--- src/rtl/lsu_pkg.sv ---
// Shared types and defaults for the load/store sequencer.
package lsu_pkg;

  localparam int LSU_ADDR_W = 8;
  localparam int LSU_DATA_W = 8;

  typedef enum logic [1:0] {
    IDLE  = 2'd0,
    BYTE0 = 2'd1,
    BYTE1 = 2'd2,
    RESP  = 2'd3
  } lsu_state_e;

  // Request-op flags captured at accept time.
  typedef struct packed {
    logic write;  // 1 = store, 0 = load
    logic wide;   // 1 = two-byte access
    logic sext;   // narrow load sign-extends the top bit of the low byte
  } lsu_op_t;

endpackage

--- src/rtl/load_store_unit.sv ---
// Load/store sequencer between execute and a byte-wide data memory.
// Computes base+offset (wrapping), strobes one or two consecutive lines
// (little-endian), and returns the assembled result over a valid/ready pair.
module load_store_unit
  import lsu_pkg::*;
#(
  parameter int ADDR_W = LSU_ADDR_W,
  parameter int DATA_W = LSU_DATA_W
) (
  input  logic                  clk,
  input  logic                  reset,
  input  logic                  req_valid,
  output logic                  req_ready,
  input  logic                  req_write,
  input  logic                  req_wide,
  input  logic                  req_signed,
  input  logic [ADDR_W-1:0]     req_base,
  input  logic [ADDR_W-1:0]     req_offset,
  input  logic [2*DATA_W-1:0]   req_wdata,
  output logic                  rsp_valid,
  input  logic                  rsp_ready,
  output logic [2*DATA_W-1:0]   rsp_rdata,
  output logic [ADDR_W-1:0]     lineNumber,
  output logic [DATA_W-1:0]     memIn,
  output logic                  memRead,
  output logic                  memWrite,
  input  logic [DATA_W-1:0]     memOut
);

  lsu_state_e               state_q, state_d;
  lsu_op_t                  op_q, op_d;
  logic [ADDR_W-1:0]        addr_q, addr_d;
  logic [DATA_W-1:0]        wdata_hi_q, wdata_hi_d;
  logic [2*DATA_W-1:0]      rdata_q, rdata_d;
  logic [ADDR_W-1:0]        line_q, line_d;
  logic [DATA_W-1:0]        mem_in_q, mem_in_d;
  logic [ADDR_W-1:0]        ea;

  assign ea = req_base + req_offset;

  // Next-state, capture and result-assembly logic.
  // lineNumber/memIn are loaded one edge early (at accept, and at the end of
  // BYTE0 for wide ops) so they are stable for the whole strobe cycle.
  // A narrow load builds its upper byte at the end of BYTE0 so the result
  // register is complete when RESP is entered.
  always_comb begin
    state_d    = state_q;
    op_d       = op_q;
    addr_d     = addr_q;
    wdata_hi_d = wdata_hi_q;
    rdata_d    = rdata_q;
    line_d     = line_q;
    mem_in_d   = mem_in_q;
    unique case (state_q)
      IDLE: begin
        if (req_valid) begin
          op_d       = '{write: req_write, wide: req_wide, sext: req_signed};
          addr_d     = ea;
          wdata_hi_d = req_wdata[2*DATA_W-1:DATA_W];
          rdata_d    = '0;
          line_d     = ea;
          mem_in_d   = req_wdata[DATA_W-1:0];
          state_d    = BYTE0;
        end
      end
      BYTE0: begin
        if (!op_q.write) begin
          rdata_d[DATA_W-1:0] = memOut;
          if (!op_q.wide) begin
            rdata_d[2*DATA_W-1:DATA_W] = op_q.sext ? {DATA_W{memOut[DATA_W-1]}} : '0;
          end
        end
        if (op_q.wide) begin
          line_d   = addr_q + ADDR_W'(1);
          mem_in_d = wdata_hi_q;
          state_d  = BYTE1;
        end else begin
          state_d  = RESP;
        end
      end
      BYTE1: begin
        if (!op_q.write) begin
          rdata_d[2*DATA_W-1:DATA_W] = memOut;
        end
        state_d = RESP;
      end
      RESP: begin
        if (rsp_ready) begin
          state_d = IDLE;
        end
      end
      default: state_d = IDLE;
    endcase
  end

  // State and datapath registers; reset drops strobes immediately.
  always_ff @(posedge clk or posedge reset) begin
    if (reset) begin
      state_q    <= IDLE;
      op_q       <= '0;
      addr_q     <= '0;
      wdata_hi_q <= '0;
      rdata_q    <= '0;
      line_q     <= '0;
      mem_in_q   <= '0;
    end else begin
      state_q    <= state_d;
      op_q       <= op_d;
      addr_q     <= addr_d;
      wdata_hi_q <= wdata_hi_d;
      rdata_q    <= rdata_d;
      line_q     <= line_d;
      mem_in_q   <= mem_in_d;
    end
  end

  assign req_ready  = (state_q == IDLE);
  assign rsp_valid  = (state_q == RESP);
  assign rsp_rdata  = rdata_q;
  assign lineNumber = line_q;
  assign memIn      = mem_in_q;
  assign memRead    = ((state_q == BYTE0) || (state_q == BYTE1)) && !op_q.write;
  assign memWrite   = ((state_q == BYTE0) || (state_q == BYTE1)) &&  op_q.write;

endmodule

--- config.mk ---
export PLATFORM = sky130hd
export DESIGN_NAME = load_store_unit
export DESIGN_NICKNAME = d
export VERILOG_FILES = /design/src/rtl/lsu_pkg.sv /design/src/rtl/load_store_unit.sv
export SDC_FILE = /design/constraint.sdc
export NUM_CORES = 1
export LEC_CHECK = 0
export CORE_MARGIN = 8
export CORE_UTILIZATION = 30
export CTS_BUF_LIST = sky130_fd_sc_hd__clkbuf_8
export DETAILED_ROUTE_END_ITERATION = 10
export GPL_TIMING_DRIVEN = 0
export PLACE_DENSITY_LB_ADDON = 0.05
export REMOVE_ABC_BUFFERS = 1
export SLEW_MARGIN = 20
export SYNTH_ARGS = -nofsm -noshare
export SYNTH_HDL_FRONTEND = slang
export SYNTH_SLANG_ARGS = --single-unit
--- constraint.sdc ---
create_clock -name clk -period 1.6 [get_ports clk]
set_input_delay 0.32 -clock clk [delete_from_list [all_inputs] [get_ports clk]]
set_output_delay 0.32 -clock clk [all_outputs]
set_load 0.01 [all_outputs]
==> flow_results.xml, run 1 <==
<?xml version="1.0" encoding="UTF-8"?>
<metrics>
  <group name="clock_tree">
    <metric name="cts_tree" unit="">done</metric>
    <metric name="ctsHtreeMaxLevel" unit="">2</metric>
    <metric name="clock_transition_at_path_regs" unit="ps">100</metric>
    <metric name="clkSinkCount" unit="">53</metric>
    <metric name="cts.root.buffer_cell" unit="">sky130_fd_sc_hd__clkbuf_8</metric>
    <metric name="maximum_buffer_depth_of_the_clock_tree" unit="">2</metric>
    <metric name="numCtsBuffers" unit="">5</metric>
    <metric name="clock_latency" unit="ps">300</metric>
  </group>
  <group name="timing">
    <metric name="grt_setup_unrepaired" unit="">true</metric>
    <metric name="worst_pin_slew" unit="ps">678</metric>
    <metric name="slew-limit-headroom" unit="">0.548</metric>
    <metric name="timing_hold_violations_final" unit="">0</metric>
    <metric name="clock-skew-final" unit="ps">6.15</metric>
    <metric name="post-route-period-util" unit="">1.12</metric>
    <metric name="fmax" unit="MHz">560</metric>
    <metric name="report.final.setup_viol" unit="">19</metric>
    <metric name="final_period_minus_worst_setup_slack" unit="ps">1780</metric>
    <metric name="layout_setup_ws" unit="ps">-185</metric>
    <metric name="max_transition_viols_final" unit="">0</metric>
  </group>
  <group name="logic_synthesis">
    <metric name="syn-instance-count" unit="">286</metric>
    <metric name="synth_flop_cell" unit="">sky130_fd_sc_hd__dfrtp_1</metric>
    <metric name="synthDistinctLibCells" unit="">35</metric>
    <metric name="synth_xor_xnor_area_share" unit="">0.0353</metric>
    <metric name="syn-cell-area" unit="sq mm">0.00273</metric>
    <metric name="synth_enable_flop_cells" unit="">0</metric>
    <metric name="synth-compound-area-share" unit="">0.120</metric>
    <metric name="post_synth.cell_area_avg" unit="sq um">9.53</metric>
    <metric name="synth-seq-cells" unit="">53</metric>
    <metric name="synthMuxAreaShare" unit="">0.102</metric>
    <metric name="yosys_warnings" unit="">0</metric>
    <metric name="synthArstFlopShare" unit="">1.00</metric>
    <metric name="share_of_synthesized_area_occupied_by_flip_flops_and_latches" unit="">0.486</metric>
    <metric name="synth_adder_area_share" unit="">0.0624</metric>
    <metric name="synthSimpleGateAreaFrac" unit="">0.162</metric>
    <metric name="main_combinational_cell_family_by_area_after_synthesis" unit="">simple AND/OR/NAND/NOR gates</metric>
  </group>
  <group name="critical_path">
    <metric name="worst-path-max-fanout" unit="">4</metric>
    <metric name="slowest_delay" unit="ps">510</metric>
    <metric name="critical_path_class" unit="">reg2reg</metric>
    <metric name="crit_required" unit="ps">1850</metric>
    <metric name="worstReg2RegStart" unit="">state_q[0]</metric>
    <metric name="crit_path_end_kind" unit="">flop</metric>
    <metric name="timing.critical_path.slowest_stage_cell" unit="">sky130_fd_sc_hd__or4b_4</metric>
    <metric name="cp_data_arrival_time" unit="ps">2030</metric>
    <metric name="setup.worst_path.start_class" unit="">flop</metric>
    <metric name="register_to_register_setup_slack" unit="ps">-180</metric>
    <metric name="critical_path_cell_list" unit="">buf_6, ha_4, nor2b_4, or2_4, or4b_4, nand3_2</metric>
    <metric name="timing.reg2reg.worst_path_depth" unit="">6</metric>
    <metric name="critical_path.reg2reg.endpoint" unit="">lineNumber[7]</metric>
  </group>
  <group name="placed_design">
    <metric name="dpl_worst_slack" unit="ps">-1070</metric>
    <metric name="hpwl" unit="um">5130</metric>
    <metric name="place.port_buffers" unit="">82</metric>
    <metric name="placed_area" unit="sq mm">0.00366</metric>
    <metric name="gp_congestion" unit="">0.748</metric>
    <metric name="place.detailed.instances" unit="">464</metric>
  </group>
  <group name="pwr">
    <metric name="power.density_cell_area" unit="mW/mm^2">1860</metric>
    <metric name="cellInternalPower" unit="uW">5190</metric>
    <metric name="power.switching_fraction" unit="">0.377</metric>
    <metric name="total_leakage_power" unit="uW">0.00206</metric>
    <metric name="post-layout-total-power" unit="uW">8340</metric>
    <metric name="vdd_ir_drop_max" unit="mV">0.613</metric>
    <metric name="power.share.sequential" unit="">0.286</metric>
    <metric name="p_sw" unit="uW">3150</metric>
    <metric name="clkPwrFrac" unit="">0.109</metric>
    <metric name="comb_power_share" unit="">0.605</metric>
  </group>
  <group name="floorplanning">
    <metric name="initial_core_util" unit="">0.311</metric>
    <metric name="ioPinCount" unit="">83</metric>
    <metric name="core_area" unit="sq mm">0.00876</metric>
    <metric name="fp.dieH" unit="um">111</metric>
    <metric name="die-area" unit="sq mm">0.0124</metric>
    <metric name="die_width" unit="um">111</metric>
    <metric name="placement_rows" unit="">34</metric>
  </group>
  <group name="cells_and_area">
    <metric name="mostFrequentLayoutCells" unit="">sky130_fd_sc_hd__nand2_1, sky130_fd_sc_hd__clkdlybuf4s50_1, sky130_fd_sc_hd__dfrtp_1</metric>
    <metric name="instances_no_fill" unit="">515</metric>
    <metric name="multi_input_area" unit="sq mm">0.00163</metric>
    <metric name="final.fill_count" unit="">782</metric>
    <metric name="register_area" unit="sq mm">0.00133</metric>
    <metric name="layout-drive-gt1-share" unit="">0.302</metric>
    <metric name="post-route-cell-area" unit="sq mm">0.00448</metric>
    <metric name="nNetsFinal" unit="">467</metric>
    <metric name="layout-area-overhead-vs-synth" unit="%">64.2</metric>
    <metric name="layout.core_utilization" unit="">0.511</metric>
    <metric name="layout.cells.most_common" unit="">sky130_fd_sc_hd__nand2_1</metric>
    <metric name="diodes" unit="">0</metric>
  </group>
  <group name="global_routing">
    <metric name="grt_max_degree" unit="">54</metric>
    <metric name="grt_pass1_vias" unit="">2621</metric>
    <metric name="grt_first_pass_wirelength" unit="um">13100</metric>
    <metric name="track_usage" unit="">0.126</metric>
    <metric name="globalRoute.totalOverflow" unit="">0</metric>
    <metric name="antenna_found_initial" unit="">0</metric>
  </group>
  <group name="run">
    <metric name="max_cap_viol_count" unit="">0</metric>
  </group>
  <group name="status">
    <metric name="violations" unit="">negative setup slack</metric>
    <metric name="outcome" unit="">finished, violations left</metric>
  </group>
  <group name="min_path">
    <metric name="hold_path_class" unit="">in2reg</metric>
    <metric name="hold_path.startpoint" unit="">req_offset[0]</metric>
    <metric name="timing.hold.worst_path_depth" unit="">3</metric>
    <metric name="worst_hold_path.endpoint" unit="">addr_q[0]</metric>
  </group>
  <group name="route">
    <metric name="drt-wirelength-per-cell" unit="um">15.8</metric>
    <metric name="route.final.wire_length" unit="um">8140</metric>
    <metric name="drt_first_iter_violations" unit="">44</metric>
    <metric name="drc_errors" unit="">0</metric>
    <metric name="num_vias" unit="">2442</metric>
    <metric name="antenna_violating_nets_post_route" unit="">0</metric>
    <metric name="detail_route.first_pass.iterations" unit="">4</metric>
    <metric name="routed_via_density" unit="">4.74</metric>
  </group>
</metrics>
## per-layer routing
layer | up-vias | share of wire | track usage
met2 | 59 | 0.51 | 0.226
li1 | 1213 | - | -
met5 | - | 0 | 0
met4 | 0 | 0.012 | 0.0356
met1 | 1164 | 0.44 | 0.148
met3 | 6 | 0.037 | 0.0268
## Yosys cell counts, drive strengths merged, types with 2 or more instances
master   n  area share
mux2    15       0.062
inv      9       0.012
o21ai   38       0.070
nor2     4      0.0055
o31ai    2      0.0055
nand3    9       0.017
and2     2      0.0046
a21oi    7       0.013
ha      12       0.055
dfrtp   53        0.49
buf      3      0.0055
xor2     5       0.016
nor3     3      0.0055
nand2b   2      0.0046
nand4    2      0.0046
clkbuf  10       0.014
nor2b    3      0.0069
a21o     2      0.0055
nand2   74        0.10
xnor2    6       0.019
mux2i   11       0.040
## registers in the layout (all words and copies together), names as in the netlist
signal      cells
wdata_hi_q      8
memIn           8
lineNumber      8
op_q            3
rsp_rdata      16
state_q         2
addr_q          8
## cell type report
| type | count | share of cell area |
|---|---|---|
| Inverter | 9 | 0.00811 |
| Clock buffer | 5 | 0.0154 |
| Clock inverter | 2 | 0.00783 |
| Multi-Input combinational cell | 213 | 0.364 |
| Sequential cell | 53 | 0.297 |
| Timing Repair Buffer | 125 | 0.278 |
| Tap cell | 108 | 0.0302 |
## how the worst max path moves through the flow
| stage | endpoint | slack [ps] | cells past startpoint | from |
|---|---|---|---|---|
| after floorplan | lineNumber[7] | -1160 | 6 | state_q[1] |
| after detailed placement | lineNumber[7] | -1070 | 6 | state_q[1] |
| after global placement | lineNumber[7] | -2020 | 6 | state_q[1] |
| after global routing | lineNumber[7] | -230 | 6 | state_q[0] |
| final | lineNumber[7] | -180 | 6 | state_q[0] |
| after CTS | memWrite | -210 | 6 | state_q[0] |
## worst max-delay path, delay by kind of cell (launching register included)
kind	cells	cell delay [ps]
AND/OR/NAND/NOR	4	970
adder cells (fa/ha/maj)	1	170
flip-flops	1	450
buffers and inverters	1	130
## power groups by stage
stage / clock network [uW] / logic [uW] / registers, uW
floorplan: 0 / 1770 / 2430
global placement: 0 / 3290 / 2360
detailed placement: 0 / 3390 / 2370
CTS: 937 / 4360 / 2350
global route: 975 / 5500 / 2480
finish: 909 / 5040 / 2380
## repair_timing
action,4_1_cts,5_1_grt
gates cloned,1,2
pin swaps,20,27
setup endpoints to repair,55,53
resized for setup,75,69
buffers inserted,27,15
hold buffers,0,0
## stage by stage
stage	hold WS, ps	setup TNS [ps]
floorplan	465	-24390
global placement	462	-120470
detailed placement	468	-30370
CTS	395	-901
global route	363	-2550
finish	363	-1400
## cell families after synthesis
| kind of cell | after synthesis |
|---|---|
| simple gates | 103 |
| compound gates | 58 |
| flops | 53 |
| mux | 26 |
| buf+inv | 22 |
| fa+ha+maj | 13 |
| xor+xnor | 11 |
Note: power is estimated with default switching activity, not from simulation.
==> inputs of run 2 (changes only) <==
--- a/config.mk
+++ b/config.mk
@@ -12,7 +12,6 @@
 export GPL_TIMING_DRIVEN = 0
 export PLACE_DENSITY_LB_ADDON = 0.05
 export REMOVE_ABC_BUFFERS = 1
-export SLEW_MARGIN = 20
 export SYNTH_ARGS = -nofsm -noshare
 export SYNTH_HDL_FRONTEND = slang
 export SYNTH_SLANG_ARGS = --single-unit
==> flow_results.xml, run 2 (synthesis results as in run 1) <==
<?xml version="1.0" encoding="UTF-8"?>
<metrics>
  <group name="clock_tree">
    <metric name="ctsHoldBuffers" unit="">0</metric>
    <metric name="maximum_buffer_depth_of_the_clock_tree" unit="">2</metric>
    <metric name="ctsHtreeMaxLevel" unit="">2</metric>
    <metric name="cts_tree" unit="">done</metric>
    <metric name="clkSinkCount" unit="">53</metric>
    <metric name="numCtsBuffers" unit="">5</metric>
    <metric name="clock_latency" unit="ps">300</metric>
    <metric name="cts.root.buffer_cell" unit="">sky130_fd_sc_hd__clkbuf_8</metric>
    <metric name="clock_transition_at_path_regs" unit="ps">100</metric>
  </group>
  <group name="critical_path">
    <metric name="cp_data_arrival_time" unit="ps">1960</metric>
    <metric name="setup.worst_path.start_class" unit="">flop</metric>
    <metric name="worst-path-max-fanout" unit="">4</metric>
    <metric name="critical_path_cell_list" unit="">buf_6, ha_4, nor2b_4, or2_4, or4b_4, nand3_2</metric>
    <metric name="crit_required" unit="ps">1840</metric>
    <metric name="slowest_delay" unit="ps">480</metric>
    <metric name="critical_path_class" unit="">reg2reg</metric>
    <metric name="crit_path_end_kind" unit="">flop</metric>
    <metric name="critical_path_buf_inv_count" unit="">1</metric>
    <metric name="timing.critical_path.slowest_stage_cell" unit="">sky130_fd_sc_hd__or4b_4</metric>
    <metric name="critical_path.top_delay_family" unit="">simple AND/OR/NAND/NOR gates</metric>
  </group>
  <group name="timing">
    <metric name="report.final.setup_viol" unit="">11</metric>
    <metric name="worst_pin_slew" unit="ps">503</metric>
    <metric name="clock-skew-final" unit="ps">8.70</metric>
    <metric name="final_period_minus_worst_setup_slack" unit="ps">1720</metric>
    <metric name="post-route-period-util" unit="">1.07</metric>
    <metric name="slew-limit-headroom" unit="">0.664</metric>
    <metric name="max_transition_viols_final" unit="">0</metric>
    <metric name="fmax" unit="MHz">582</metric>
    <metric name="grt_setup_unrepaired" unit="">true</metric>
    <metric name="timing_hold_violations_final" unit="">0</metric>
    <metric name="layout_setup_ws" unit="ps">-119</metric>
  </group>
  <group name="route">
    <metric name="routed_via_density" unit="">4.83</metric>
    <metric name="num_vias" unit="">2444</metric>
    <metric name="drt_first_iter_violations" unit="">74</metric>
    <metric name="detail_route.first_pass.iterations" unit="">4</metric>
    <metric name="antenna_violating_nets_post_route" unit="">0</metric>
    <metric name="drc_errors" unit="">0</metric>
    <metric name="route.final.wire_length" unit="um">8080</metric>
    <metric name="drt-wirelength-per-cell" unit="um">16.0</metric>
  </group>
  <group name="pwr">
    <metric name="power.switching_fraction" unit="">0.390</metric>
    <metric name="power.density_cell_area" unit="mW/mm^2">1800</metric>
    <metric name="power.share.sequential" unit="">0.307</metric>
    <metric name="clkPwrFrac" unit="">0.103</metric>
    <metric name="cellInternalPower" unit="uW">4680</metric>
    <metric name="p_sw" unit="uW">2980</metric>
    <metric name="vdd_ir_drop_max" unit="mV">0.576</metric>
    <metric name="comb_power_share" unit="">0.590</metric>
    <metric name="total_leakage_power" unit="uW">0.00196</metric>
  </group>
  <group name="cells_and_area">
    <metric name="layout-area-overhead-vs-synth" unit="%">56.4</metric>
    <metric name="mostFrequentLayoutCells" unit="">sky130_fd_sc_hd__nand2_1, sky130_fd_sc_hd__clkdlybuf4s50_1, sky130_fd_sc_hd__dfrtp_1</metric>
    <metric name="multi_input_area" unit="sq mm">0.00157</metric>
    <metric name="diodes" unit="">0</metric>
    <metric name="final.fill_count" unit="">842</metric>
    <metric name="layout.cells.most_common" unit="">sky130_fd_sc_hd__nand2_1</metric>
    <metric name="largest_register_ff_count" unit="">16</metric>
    <metric name="nNetsFinal" unit="">458</metric>
    <metric name="layout.core_utilization" unit="">0.486</metric>
    <metric name="register_area" unit="sq mm">0.00133</metric>
    <metric name="instances_no_fill" unit="">506</metric>
    <metric name="layout-drive-gt1-share" unit="">0.274</metric>
  </group>
  <group name="global_routing">
    <metric name="globalRoute.totalOverflow" unit="">0</metric>
    <metric name="grt_max_degree" unit="">33</metric>
    <metric name="grt_first_pass_wirelength" unit="um">13000</metric>
    <metric name="antenna_found_initial" unit="">0</metric>
    <metric name="track_usage" unit="">0.127</metric>
    <metric name="grt_pass1_vias" unit="">2554</metric>
  </group>
  <group name="floorplanning">
    <metric name="initial_core_util" unit="">0.311</metric>
    <metric name="fp.dieH" unit="um">111</metric>
    <metric name="core_area" unit="sq mm">0.00876</metric>
    <metric name="ioPinCount" unit="">83</metric>
    <metric name="placement_rows" unit="">34</metric>
    <metric name="die-area" unit="sq mm">0.0124</metric>
    <metric name="die_width" unit="um">111</metric>
  </group>
  <group name="placed_design">
    <metric name="place.port_buffers" unit="">82</metric>
    <metric name="place.detailed.instances" unit="">464</metric>
    <metric name="hpwl" unit="um">5170</metric>
    <metric name="gp_congestion" unit="">0.748</metric>
  </group>
  <group name="min_path">
    <metric name="hold_path_class" unit="">in2async</metric>
  </group>
  <group name="status">
    <metric name="violations" unit="">negative setup slack</metric>
    <metric name="outcome" unit="">finished, violations left</metric>
  </group>
  <group name="run">
    <metric name="max_cap_viol_count" unit="">0</metric>
  </group>
</metrics>
run 2: path summary, 6_finish.rpt:
check / cells after the start / end / slack [ps] / from
worst max-delay path: 6 / lineNumber[7] / -120 / state_q[0]
worst min register to register: 2 / rsp_rdata[12] / 490 / rsp_rdata[12]
max in group asynchronous: 3 / state_q[0] / 680 / reset
min in group clk: 3 / addr_q[0] / 400 / req_base[0]
worst max register to register: 6 / lineNumber[7] / -120 / state_q[0]
worst min-delay path: 2 / memIn[6] / 360 / reset
run 2: timing repair:
item | in CTS | in global routing
pin swaps | 21 | 13
hold endpoints to repair | 0 | 0
cloned | 1 | 2
endpoints found under the setup margin | 57 | 46
resized for setup | 73 | 53
setup buffers | 27 | 6
run 2: stage by stage:
step                TNS, ps  area [sq um]  hold WS, ps  worst slack [ps]  power, uW
floorplan            -24390          2670          465             -1160       4210
finish                 -410          4260          357              -119       7660
CTS                    -210          4100          364             -94.7       7280
detailed placement   -39880          3650          473             -1400       5690
global placement    -120470          3630          462             -2020       5640
global route          -1480          4260          398              -176       8280
run 2: final cells by class:
class	instances	area share
Clock buffer	6	0.0194
Clock inverter	1	0.00176
Inverter	9	0.00792
Multi-Input combinational cell	214	0.368
Sequential cell	53	0.311
Tap cell	108	0.0317
Timing Repair Buffer	115	0.259
run 2: worst register-to-register path, delay by kind of cell, from the launching register on:
kind / cells / cell delay (ps)
adders and majority gates: 1 / 170
DFF: 1 / 430
buffers and inverters: 1 / 130
and+or+nand+nor: 4 / 920
run 2: power groups by stage:
stage	sequential (uW)	clock, uW	combinational [uW]
after global placement	2360	0	3290
after floorplan	2430	0	1770
final	2350	790	4520
after CTS	2340	825	4120
after global routing	2450	882	4950
after detailed placement	2370	0	3310
run 2: metal layers:
| metal | global-route usage | share of wire | wire [um] |
|---|---|---|---|
| met5 | 0 | 0 | 0 |
| met4 | 0.0320 | 0.0067 | 54 |
| met3 | 0.0268 | 0.033 | 266 |
| met2 | 0.229 | 0.51 | 4110 |
| met1 | 0.148 | 0.45 | 3650 |
